## config.mk

```make
export PLATFORM = sky130hd
export DESIGN_NAME = bin_to_bcd_display_feeder
export DESIGN_NICKNAME = d
export VERILOG_FILES = /design/src/rtl/bin_to_bcd_display_feeder.sv
export SDC_FILE = /design/constraint.sdc
export NUM_CORES = 1
export LEC_CHECK = 0
export CELL_PAD_IN_SITES_DETAIL_PLACEMENT = 0
export CELL_PAD_IN_SITES_GLOBAL_PLACEMENT = 1
export CORE_UTILIZATION = 35
export DETAILED_ROUTE_END_ITERATION = 12
export GPL_TIMING_DRIVEN = 1
export PLACE_DENSITY = 0.73
export SETUP_SLACK_MARGIN = 0.4
export SLEW_MARGIN = 15
export SYNTH_ARGS = -nofsm -noshare
export SYNTH_HDL_FRONTEND = slang
export SYNTH_SLANG_ARGS = --single-unit
export TNS_END_PERCENT = 1
```

## constraint.sdc

```tcl
create_clock -name i_Clk -period 3.05 [get_ports i_Clk]
set_clock_uncertainty 0.15 [all_clocks]
set_input_delay 0.915 -clock i_Clk [delete_from_list [all_inputs] [get_ports i_Clk]]
set_output_delay 0.915 -clock i_Clk [all_outputs]
set_load 0.02 [all_outputs]
```

## src/rtl/bin_to_bcd_display_feeder.sv

```systemverilog
// Sequential binary to 7-segment digit-code converter using a one-bit-per-clock
// double-dabble engine; results are held stable until the next conversion completes.
module bin_to_bcd_display_feeder #(
    parameter int BIN_WIDTH     = 14,
    parameter int NUM_DIGITS    = 4,
    parameter int LEADING_BLANK = 1
) (
    input  logic                    i_Clk,
    input  logic                    i_Rst,
    input  logic                    i_Start,
    input  logic [BIN_WIDTH-1:0]    i_Bin,
    output logic                    o_Busy,
    output logic                    o_Done,
    output logic                    o_Overflow,
    output logic [5*NUM_DIGITS-1:0] o_Digits
);

    localparam int BCD_W = 4 * NUM_DIGITS;
    localparam int CNT_W = $clog2(BIN_WIDTH + 1);
    localparam int CMP_W = (BIN_WIDTH > 27) ? BIN_WIDTH : 27;

    function automatic longint unsigned pow10(input int n);
        longint unsigned r;
        r = 1;
        for (int i = 0; i < n; i++) begin
            r = r * 10;
        end
        return r;
    endfunction

    localparam logic [CMP_W-1:0] MAX_VAL = CMP_W'(pow10(NUM_DIGITS) - 1);

    typedef enum logic [1:0] {IDLE, SHIFT, DONE} state_t;

    state_t                  state_reg;
    logic [BIN_WIDTH-1:0]    bin_reg;
    logic [BCD_W-1:0]        bcd_reg;
    logic [BCD_W-1:0]        bcd_adj;
    logic [CNT_W-1:0]        cnt_reg;
    logic                    ovf_reg;
    logic                    busy_reg;
    logic                    done_reg;
    logic                    overflow_reg;
    logic [5*NUM_DIGITS-1:0] digits_reg;
    logic [5*NUM_DIGITS-1:0] digits_next;
    logic                    is_over;

    assign is_over = CMP_W'(i_Bin) > MAX_VAL;

    // Add-3 correction applied to every nibble before each shift.
    generate
        for (genvar gi = 0; gi < NUM_DIGITS; gi++) begin : g_adj
            assign bcd_adj[4*gi +: 4] = (bcd_reg[4*gi +: 4] >= 4'd5) ?
                                        bcd_reg[4*gi +: 4] + 4'd3 : bcd_reg[4*gi +: 4];
        end
    endgenerate

    // Zeros above the first nonzero digit are blanked; the ones digit always shows.
    always_comb begin
        logic seen;
        digits_next = '0;
        seen        = 1'b0;
        for (int d = NUM_DIGITS - 1; d >= 0; d--) begin
            if (LEADING_BLANK != 0 && d != 0 && !seen && bcd_reg[4*d +: 4] == 4'd0) begin
                digits_next[5*d +: 5] = 5'h10;
            end else begin
                digits_next[5*d +: 5] = {1'b0, bcd_reg[4*d +: 4]};
            end
            if (bcd_reg[4*d +: 4] != 4'd0) begin
                seen = 1'b1;
            end
        end
    end

    // An overflowing value still passes through SHIFT with a zero count, so the
    // overflow result arrives one cycle after acceptance like a degenerate conversion.
    always_ff @(posedge i_Clk or posedge i_Rst) begin
        if (i_Rst) begin
            state_reg    <= IDLE;
            bin_reg      <= '0;
            bcd_reg      <= '0;
            cnt_reg      <= '0;
            ovf_reg      <= 1'b0;
            busy_reg     <= 1'b0;
            done_reg     <= 1'b0;
            overflow_reg <= 1'b0;
            digits_reg   <= {NUM_DIGITS{5'h10}};
        end else begin
            done_reg <= 1'b0;
            case (state_reg)
                IDLE: begin
                    if (i_Start) begin
                        bin_reg   <= i_Bin;
                        bcd_reg   <= '0;
                        ovf_reg   <= is_over;
                        cnt_reg   <= is_over ? '0 : CNT_W'(BIN_WIDTH);
                        busy_reg  <= 1'b1;
                        state_reg <= SHIFT;
                    end
                end
                SHIFT: begin
                    if (cnt_reg != '0) begin
                        bcd_reg <= {bcd_adj[BCD_W-2:0], bin_reg[BIN_WIDTH-1]};
                        bin_reg <= bin_reg << 1;
                        cnt_reg <= cnt_reg - 1'b1;
                    end else begin
                        done_reg  <= 1'b1;
                        state_reg <= DONE;
                        if (ovf_reg) begin
                            overflow_reg <= 1'b1;
                            digits_reg   <= {NUM_DIGITS{5'h1F}};
                        end else begin
                            overflow_reg <= 1'b0;
                            digits_reg   <= digits_next;
                        end
                    end
                end
                DONE: begin
                    busy_reg  <= 1'b0;
                    state_reg <= IDLE;
                end
                default: begin
                    busy_reg  <= 1'b0;
                    state_reg <= IDLE;
                end
            endcase
        end
    end

    assign o_Busy     = busy_reg;
    assign o_Done     = done_reg;
    assign o_Overflow = overflow_reg;
    assign o_Digits   = digits_reg;

endmodule

```

==> flow_summary.yaml <==
min_path:
  min_path_cells: 2
  hp-class: "reg2reg"
finish:
  largest_register_ffs: 20
  num_antenna_cells: 0
  final_util_pct: 45.5
  syn_to_final_growth_pct: 24.0
  regArea_sq_um: 1510
  multi_input_area_sq_um: 1210
  final_net_count: 381
  drive_gt1_share_pct: 8.38
  fill_cells: 794
sta:
  hold_viol: 0
  fin_hold_ws_ns: 0.306
  finalCritPeriodShare_pct: 82.8
  worst_pin_slew_ns: 0.806
  max_freq_ghz: 0.396
  tns_ns: 0
  relSlewSlack_pct: 46.3
  final_max_slew_viol_count: 0
  rsz0062_at_grt: "no"
  setup_viol_count_final: 0
  timing.final.crit_period_ns: 2.53
critical_path:
  rr_worst_depth: 6
  max_stage_delay_ns: 0.59
  end_kind: "primary output"
  start_kind: "flop"
  cp_top_family: "buffers and inverters"
  crit_path_max_fanout: 2
  worstPathRequired_ns: 1.98
  crit_chain: "clkdlybuf4s50_1"
  critPathKind: "reg2out"
  critPathSlowestCell: "clkdlybuf4s50_1"
  cp_num_cells: 1
  arrival_ns: 1.46
  crit_buf_inv: 1
cts:
  hold_buffers: 0
  clk_pin_slew_worst_paths_ns: 0.07
  insertion_delay_ns: 0.34
  cts_tree: "yes"
  cts_resized: 0
  clk_root_buffer_cell: "clkbuf_8"
  cts_buffers: 9
  cts_buffer_depth: 2
  h-tree-depth: 3
  cts_sinks: 60
  post-cts-setup-buffers: 0
synthesis:
  synth.net_count: 343
  synthFlopType: "dfrtp_1"
  synth_enable_flop_cells: 0
  synth_commonest_cells: "nand2_1 (66), dfrtp_1 (56), o21ai_0 (32)"
  synth_most_common_cell: "nand2_1"
  ys_seq_elements: 60
  yosys.area.top_type: "dfrtp_1"
  ys_seq_area_share_pct: 52.6
  yosysTopAreaCellShare_pct: 48.9
  syn_area_sq_um: 2870
  yosysUniqueCellTypes: 35
  yosysWarningCount: 0
  syn_area_per_cell_sq_um: 9.10
  synth_area_leaders: "dfrtp_1 (49%), nand2_1 (8.6%), o21ai_0 (5.6%)"
  synth_cells: 315
  synthArstFlopShare_pct: 100
pwr:
  sw_frac_of_total_pct: 40.2
  leakagePower_nw: 1.59
  powerDensity_nw_per_um2: 1180
  finalPower_mw: 4.20
  seq_power_share_pct: 35.8
  power_frac_comb_pct: 46.5
  internal_power_mw: 2.51
  ir_drop_mv: 0.325
  power_switching_mw: 1.69
  clkPwrFrac_pct: 17.7
drt:
  top_layer: "met4"
  post_drt_wl_per_cell_microns: 12.8
  met3_length_microns: 210
  wirelength_microns: 5910
  vias: 2253
  drc: 0
  first_pass_iters: 4
  routed_via_density: 4.90
  met1_length_microns: 2890
  met2_length_microns: 2700
  drt-initial-drc-count: 82
  ant_nets: 0
floorplanning:
  initial_core_util_pct: 36.7
  chipWidth_microns: 92.5
  core_sq_um: 7810
  io_pins: 40
  die_area_sq_um: 8560
  die_height_microns: 92.5
  rows: 32
grt:
  antenna_found_initial: 0
  grt_pass1_wl_microns: 10200
  grt.overflow.total: 0
  grt_usage_pct: 15.4
  grt_pass1_vias: 2139
  grt_max_degree: 61
placed_design:
  portBuffers: 39
  place.gp.congestion: 0.773
  hpwlAfterDp_microns: 4030
job:
  cap_violations: 0
run_status:
  status: "complete, no violations"
## through the flow
stage,instance area (sq um),cells,worst slack [ns]
2_1_floorplan,2870,315,0.507
3_3_place_gp,3350,444,0.476
3_5_place_dp,3350,444,0.443
4_1_cts,3550,460,0.503
5_1_grt,3550,460,0.475
6_report,3550,460,0.524
## layout make-up
class	count	area share (%)
Clock inverter	1	0.845
Multi-Input combinational cell	223	34.0
Clock buffer	15	4.96
Sequential cell	60	42.4
Timing Repair Buffer	43	12.5
Tap cell	102	3.59
Inverter	16	1.69
## cell usage in the layout (no fill, tap or decap)
cell type and count:
a211o_1 1, a21oi_1 13, a31oi_1 19, buf_12 2
buf_4 2, bufinv_16 1, clkbuf_1 3, clkbuf_8 12
clkdlybuf4s50_1 39, dfrtp_1 56, dfstp_2 4, ha_1 11
inv_1 13, inv_2 3, mux2_2 4, nand2_1 66
nand2_2 1, nand2b_1 5, nand3_1 12, nand4_1 2
nor2_1 29, nor2b_1 1, nor3_1 4, nor3b_1 5
nor3b_2 1, nor4_1 1, o211a_1 2, o211ai_1 1
o21a_1 1, o21ai_0 32, o21ai_1 3, o2bb2ai_1 1
o31ai_1 1, or2_1 1, or3_1 1, or3b_1 1
xnor2_1 4
## final timing paths
check	startpoint	endpoint	slack, ns
setup / recovery	o_Digits[19]	o_Digits[19]	0.52
setup reg to reg	cnt_reg[0]	bcd_reg[3]	0.94
hold / removal	o_Digits[4]	o_Digits[4]	0.31
min in group asynchronous	i_Rst	o_Overflow	0.80
max in group asynchronous	i_Rst	o_Digits[9]	1.65
hold reg to reg	o_Digits[4]	o_Digits[4]	0.31
## power by group through the flow
stage	Sequential, mW	Combinational (mW)	Clock, mW
6_report	1.50	1.95	0.746
5_1_grt	1.56	2.21	0.810
4_1_cts	1.51	1.99	0.766
3_5_place_dp	1.52	1.98	0
3_3_place_gp	1.51	1.93	0
2_1_floorplan	1.61	1.27	0
## per-layer routing
metal,up-vias,global-route usage [%]
li1,1143,-
met1,1052,20.2
met2,48,23.7
met3,10,4.52
met4,0,6.64
met5,-,0
## cell families after synthesis
kind of cell	after synthesis	share of synthesized area [%]
xor gates and xnor gates	4	1.22
DFF	60	52.6
and+or+nand+nor	130	19.9
muxes	4	1.57
buffers and inverters	32	5.33
adders and majority gates	11	4.80
AOI/OAI and AO/OA	74	14.6
Power figures use the tool's default switching activity.
